[config.mk]
export PLATFORM = sky130hd
export DESIGN_NAME = dmem_waitstate
export DESIGN_NICKNAME = d
export VERILOG_FILES = /design/src/rtl/dmem_pkg.sv /design/src/rtl/dmem_lane_align.sv /design/src/rtl/dmem_waitstate.sv
export SDC_FILE = /design/constraint.sdc
export NUM_CORES = 2
export LEC_CHECK = 0
export ABC_AREA = 1
export ABC_CLOCK_PERIOD_IN_PS = 3750
export CAP_MARGIN = 20
export CORE_ASPECT_RATIO = 1.1
export CORE_MARGIN = 4
export CORE_UTILIZATION = 45
export DETAILED_ROUTE_END_ITERATION = 10
export MAX_ROUTING_LAYER = met4
export PLACE_DENSITY = 0.6
export SYNTH_ARGS = -nofsm -noshare
export SYNTH_HDL_FRONTEND = slang
export SYNTH_HIERARCHICAL = 1
export SYNTH_SLANG_ARGS = --single-unit
[constraint.sdc]
create_clock -name clk -period 3.75 [get_ports clk]
set_input_delay 0.375 -clock clk [delete_from_list [all_inputs] [get_ports clk]]
set_output_delay 0.375 -clock clk [all_outputs]
set_load 0.02 [all_outputs]
[src/rtl/dmem_pkg.sv]
// dmem_pkg: shared types and helpers for the wait-stated data memory.
//   size_t  - access size encoding (3 is reserved and behaves as a word)
//   state_t - access FSM states
//   is_aligned() - natural-alignment test for a given size and byte offset
package dmem_pkg;

    typedef enum logic [1:0] {
        SZ_BYTE = 2'd0,
        SZ_HALF = 2'd1,
        SZ_WORD = 2'd2
    } size_t;

    typedef enum logic [1:0] {
        IDLE = 2'd0,
        BUSY = 2'd1,
        DONE = 2'd2
    } state_t;

    // Bytes are always aligned; halves need an even address; words (and the
    // reserved size code) need a 4-byte aligned address.
    function automatic logic is_aligned(input logic [1:0] size, input logic [1:0] a_lo);
        logic ok;
        case (size)
            SZ_BYTE: ok = 1'b1;
            SZ_HALF: ok = ~a_lo[0];
            default: ok = (a_lo == 2'b00);
        endcase
        return ok;
    endfunction

endpackage

[src/rtl/dmem_lane_align.sv]
// dmem_lane_align: combinational byte-lane steering for the data memory.
//   size, a_lo      - access size and byte offset within the word
//   wd              - right-justified store data
//   be, wdata       - byte enables and lane-replicated write word
//   sext, raw       - load extension mode and raw memory word
//   ld_data         - extracted and extended load value
module dmem_lane_align
    import dmem_pkg::*;
(
    input  logic [1:0]  size,
    input  logic [1:0]  a_lo,
    input  logic [31:0] wd,
    input  logic        sext,
    input  logic [31:0] raw,
    output logic [3:0]  be,
    output logic [31:0] wdata,
    output logic [31:0] ld_data
);

    logic [31:0] shifted;

    // Store path: replicate the datum across all lanes so the byte enables
    // alone select where it lands; no shifter needed.
    always_comb begin
        be    = 4'b1111;
        wdata = wd;
        case (size)
            SZ_BYTE: begin
                be    = 4'b0001 << a_lo;
                wdata = {4{wd[7:0]}};
            end
            SZ_HALF: begin
                be    = a_lo[1] ? 4'b1100 : 4'b0011;
                wdata = {2{wd[15:0]}};
            end
            default: begin
                be    = 4'b1111;
                wdata = wd;
            end
        endcase
    end

    // Load path: bring the addressed lane down to bit 0, then extend.
    assign shifted = raw >> {a_lo, 3'b000};

    always_comb begin
        ld_data = shifted;
        case (size)
            SZ_BYTE: ld_data = {{24{sext & shifted[7]}}, shifted[7:0]};
            SZ_HALF: ld_data = {{16{sext & shifted[15]}}, shifted[15:0]};
            default: ld_data = raw;
        endcase
    end

endmodule

[src/rtl/dmem_waitstate.sv]
// dmem_waitstate: MEM-stage data memory with byte/half/word access,
// sign/zero extension, byte-lane writes and WAIT_STATES extra BUSY cycles.
//   clk, reset (async, active-low)
//   req/we/size/sext/a/wd - access request, held stable while stall=1
//   rd    - load result, valid with ack
//   stall - pipeline hold while an access is in flight
//   ack   - one-cycle completion pulse
//   err   - misaligned-access flag, valid with ack
module dmem_waitstate
    import dmem_pkg::*;
#(
    parameter int DEPTH_WORDS = 64,
    parameter int WAIT_STATES = 2,
    parameter int CNT_W       = 4
) (
    input  logic        clk,
    input  logic        reset,
    input  logic        req,
    input  logic        we,
    input  logic [1:0]  size,
    input  logic        sext,
    input  logic [31:0] a,
    input  logic [31:0] wd,
    output logic [31:0] rd,
    output logic        stall,
    output logic        ack,
    output logic        err
);

    localparam int IDXW = $clog2(DEPTH_WORDS);

    state_t            state_reg;
    logic [CNT_W-1:0]  cnt_reg;
    logic [IDXW+1:0]   a_reg;
    logic [31:0]       wd_reg;
    logic [1:0]        size_reg;
    logic              we_reg;
    logic              sext_reg;
    logic              aligned_reg;
    logic [31:0]       rd_reg;
    logic              ack_reg;
    logic              err_reg;

    logic [31:0]       mem [DEPTH_WORDS];
    logic [31:0]       rdata_reg;
    logic [IDXW-1:0]   ridx;
    logic              last_edge;
    logic              wr_en;
    logic [3:0]        be;
    logic [31:0]       wdata;
    logic [31:0]       ld_data;
    logic              unused_addr_bits;

    // Address bits above the array are don't-care: the memory wraps.
    assign unused_addr_bits = ^a[31:IDXW+2];

    dmem_lane_align u_lane (
        .size    (size_reg),
        .a_lo    (a_reg[1:0]),
        .wd      (wd_reg),
        .sext    (sext_reg),
        .raw     (rdata_reg),
        .be      (be),
        .wdata   (wdata),
        .ld_data (ld_data)
    );

    assign last_edge = (state_reg == BUSY) && (cnt_reg == '0);
    assign wr_en     = last_edge && aligned_reg && we_reg;

    // Read address follows the live request while idle, so the registered
    // read is already valid from the first BUSY cycle even with no wait states.
    assign ridx = (state_reg == IDLE) ? a[IDXW+1:2] : a_reg[IDXW+1:2];

    always_ff @(posedge clk) begin
        if (wr_en) begin
            for (int i = 0; i < 4; i++) begin
                if (be[i]) begin
                    mem[a_reg[IDXW+1:2]][8*i +: 8] <= wdata[8*i +: 8];
                end
            end
        end
        rdata_reg <= mem[ridx];
    end

    always_ff @(posedge clk or negedge reset) begin
        if (!reset) begin
            state_reg   <= IDLE;
            cnt_reg     <= '0;
            a_reg       <= '0;
            wd_reg      <= '0;
            size_reg    <= 2'b00;
            we_reg      <= 1'b0;
            sext_reg    <= 1'b0;
            aligned_reg <= 1'b0;
            rd_reg      <= '0;
            ack_reg     <= 1'b0;
            err_reg     <= 1'b0;
        end else begin
            case (state_reg)
                IDLE: begin
                    ack_reg <= 1'b0;
                    err_reg <= 1'b0;
                    if (req) begin
                        a_reg       <= a[IDXW+1:0];
                        wd_reg      <= wd;
                        size_reg    <= size;
                        we_reg      <= we;
                        sext_reg    <= sext;
                        aligned_reg <= is_aligned(size, a[1:0]);
                        cnt_reg     <= CNT_W'(WAIT_STATES);
                        state_reg   <= BUSY;
                    end
                end
                BUSY: begin
                    if (cnt_reg != '0) begin
                        cnt_reg <= cnt_reg - 1'b1;
                    end else begin
                        state_reg <= DONE;
                        ack_reg   <= 1'b1;
                        if (aligned_reg) begin
                            err_reg <= 1'b0;
                            if (!we_reg) begin
                                rd_reg <= ld_data;
                            end
                        end else begin
                            err_reg <= 1'b1;
                            rd_reg  <= '0;
                        end
                    end
                end
                DONE: begin
                    // Always return to IDLE; a req seen here is for the next access.
                    ack_reg   <= 1'b0;
                    err_reg   <= 1'b0;
                    state_reg <= IDLE;
                end
                default: state_reg <= IDLE;
            endcase
        end
    end

    // Gated by reset so the pipeline is released as soon as reset asserts.
    assign stall = reset & ((state_reg == IDLE) ? req : (state_reg == BUSY));
    assign rd    = rd_reg;
    assign ack   = ack_reg;
    assign err   = err_reg;

endmodule

==> flow_summary.json <==
{
  "fin_setup_tns_ns": 0,
  "p_int_mw": 54.3,
  "antenna_found_initial": 10,
  "die_y_um": 492,
  "routed_wl_um": 275000,
  "cp.buffers_inverters": 2,
  "clkPwrFrac_pct": 21.8,
  "fin_area_mm2": 0.109,
  "drive_gt1_share_pct": 8.22,
  "min_period_over_period_pct": 91.9,
  "postCtsResizedCells": 0,
  "drcViolationCount": 0,
  "setup_viol": 0,
  "gp_congestion": 0.909,
  "finClkSkew_ns": 0.0470,
  "rows": 177,
  "cp_data_required_time_ns": 4.53,
  "slew_violations": 0,
  "p_per_area_mw_per_mm2": 874,
  "fmax_mhz": 290,
  "slowest_stage": "nor2_2",
  "first_global_vias": 62686,
  "cts.reportedPaths.clkPinSlew_ns": 0.06,
  "io_buffers": 81,
  "ir_drop_uv": 846,
  "fin_nets": 9882,
  "grt_max_degree": 121,
  "viasPerCell": 5.21,
  "area_growth_syn_to_layout_pct": 13.4,
  "fp.dieW_um": 448,
  "switching_share_pct": 42.7,
  "avgSynthCellArea_um2": 9.99,
  "dieArea_mm2": 0.220,
  "p_comb_share_pct": 43.6,
  "num-fill-cells": 18549,
  "grt_pass1_wl_um": 404000,
  "arrival_ns": 4.23,
  "start_kind": "register",
  "worst_pin_slew_ns": 1.12,
  "cp-end-kind": "register",
  "io_pins": 106,
  "ys_ff_latch": 2165,
  "path_class": "reg -> reg",
  "path_cells": "nor2_2, nand2_1, nand2_8, buf_12, buf_4, nand2_1, nand2_1, nand2_1, nand3_1, nand3_1, nand3_1, nand3_1, nand2_1",
  "layout_min_cycle_time_ns": 3.45,
  "dr.pass1.iters": 6,
  "dp_hpwl_um": 167000,
  "path_delay_family": "simple AND/OR/NAND/NOR gates",
  "p_seq_share_pct": 34.6,
  "rsz0062_at_grt": "no",
  "dr.first_iter.drc_count": 6756,
  "cp_max_fo": 59,
  "post_cts_buffers": 0,
  "grt_overflow_total": 0,
  "start_util_pct": 45.2,
  "vias": 66601,
  "slowest_delay_ns": 0.53,
  "numCtsBuffers": 214,
  "syn_inst": 9575,
  "hold_violations": 0,
  "cts_max_level": 4,
  "synth_fp_nets": 9647,
  "switchingPower_mw": 40.5,
  "placed_cell_area_mm2": 0.102,
  "cts.path.max_buffers": 3,
  "synthDistinctLibCells": 34,
  "routedWlPerCell_um": 21.5,
  "clock_sinks": 2165,
  "core_area_mm2": 0.211,
  "clk_latency_ns": 0.88,
  "min_path_type": "in -> reg",
  "cts-root-buf": "clkbuf_16",
  "seq_area_frac_synth_pct": 67.2,
  "cpMostUsedCell": "nand2_1",
  "status": "complete, no violations",
  "ctsHoldBuffers": 2,
  "largest_reg_flops": 2048,
  "slew_headroom_pct": 25.3,
  "grtUsageTotal_pct": 25.4,
  "cts_tree": "yes",
  "p_leak_nw": 46.1,
  "hold_slack_ns": 0.0809,
  "synth_area_mm2": 0.0957,
  "drtAntennaViolNets": 0,
  "cap_violations": 0,
  "ys_warn_count": 6
}
==> final cells by class <==
cell class	count	area [um^2]	share of cell area (%)
Multi-Input combinational cell	4976	21800	20.1
Antenna cell	12	30.0	0.0277
Tap cell	2774	3470	3.20
Timing Repair Buffer	535	5050	4.65
Sequential cell	2165	64300	59.2
Inverter	1918	7210	6.65
Clock buffer	298	5880	5.42
Clock inverter	100	848	0.782
==> worst reg2reg max path: cells and delay by family, from the launching register on <==
kind,cells,cell delay (ns)
simple gates,11,2.31
flops,1,0.42
buf+inv,2,0.65
==> cell usage in the layout, fill, tap and decap left out, types with 8 or more instances in the layout <==
cell type / count
clkinv_2: 31
buf_4: 387
dfxtp_1: 32
buf_12: 66
nand2_1: 2516
clkinvlp_4: 8
nand2_2: 22
nand3_2: 8
inv_1: 1909
nor2_1: 297
nor3_1: 17
clkbuf_16: 217
nand3_4: 9
a21oi_1: 36
bufinv_16: 9
diode_2: 12
clkbuf_1: 65
dfrtp_1: 77
clkbuf_8: 14
nand3_1: 2024
clkinv_1: 41
o21ai_0: 22
clkdlybuf4s50_1: 80
edfxtp_1: 2048
dfrtp_2: 8
==> power groups by stage <==
stage,clock (mW),combinational [mW],sequential (mW)
6_report,20.7,41.3,32.8
5_1_grt,22.0,44.5,32.8
3_3_place_gp,0,40.5,33.3
3_5_place_dp,0,41.0,33.3
2_1_floorplan,0,24.8,33.1
4_1_cts,21.0,41.1,32.8
==> stage by stage <==
stage / total power [mW] / worst slack (ns) / util, % / std cells
3_3_place_gp: 73.8 / 0.374 / 48.1 / 12366
5_1_grt: 99.4 / 0.119 / 51.3 / 12771
4_1_cts: 94.9 / 0.338 / 51.3 / 12766
2_1_floorplan: 57.9 / 1.51 / - / 9575
3_5_place_dp: 74.2 / 0.369 / 48.1 / 12366
6_report: 94.9 / 0.302 / 51.3 / 12778
==> worst paths after layout <==
check                      slack [ns]  cells past startpoint                endpoint                      from
max in group asynchronous        2.68                      3   wd_reg[6]$_DFFE_PN0P_                     reset
min reg2reg                      0.48                      2  wd_reg[25]$_DFFE_PN0P_    wd_reg[25]$_DFFE_PN0P_
max reg2reg                      0.30                     13   rdata_reg[31]$_DFF_P_  state_reg[1]$_DFFE_PN0P_
max                              0.30                     13   rdata_reg[31]$_DFF_P_  state_reg[1]$_DFFE_PN0P_
min                              0.08                      3   wd_reg[2]$_DFFE_PN0P_                     wd[2]
min in group asynchronous        0.38                      3      we_reg$_DFFE_PN0P_                     reset
==> kinds of logic (layout without fill, tap and decap cells) <==
logic type / Yosys count / count (layout) / synth area share (%)
AND/OR/NAND/NOR: 4907 / 4907 / 22.1
buffers and inverters: 2434 / 2851 / 10.4
flip-flops: 2165 / 2165 / 67.2
AO/OA/AOI/OAI: 67 / 67 / 0.371
adder cells (fa/ha/maj): 1 / 1 / 0.0131
XOR/XNOR: 1 / 1 / 0.00915
other: 0 / 12 / 0
==> routing by layer <==
metal / up-vias / wire, um / GRT usage, %
met3: 559 / 22100 / 4.11
met4: 0 / 12500 / 10.9
met2: 2740 / 127000 / 38.9
li1: 31290 / - / -
met1: 32012 / 113000 / 33.6
met5: - / 0 / -
==> cells in the mapped netlist, drive strengths merged <==
library cell | number | area share, %
a21oi | 37 | 0.20
buf | 432 | 2.5
clkbuf | 84 | 0.33
clkinv | 2 | 0.0078
dfrtp | 85 | 2.2
dfxtp | 32 | 0.67
edfxtp | 2048 | 64
ha | 1 | 0.013
inv | 1916 | 7.5
nand2 | 2544 | 10
nand3 | 2041 | 11
nand4 | 1 | 0.0065
nor2 | 303 | 1.2
nor3 | 17 | 0.089
nor3b | 1 | 0.013
o211ai | 2 | 0.016
o21ai | 28 | 0.16
xor2 | 1 | 0.0092
No activity file was read; power rests on OpenSTA's default activity.
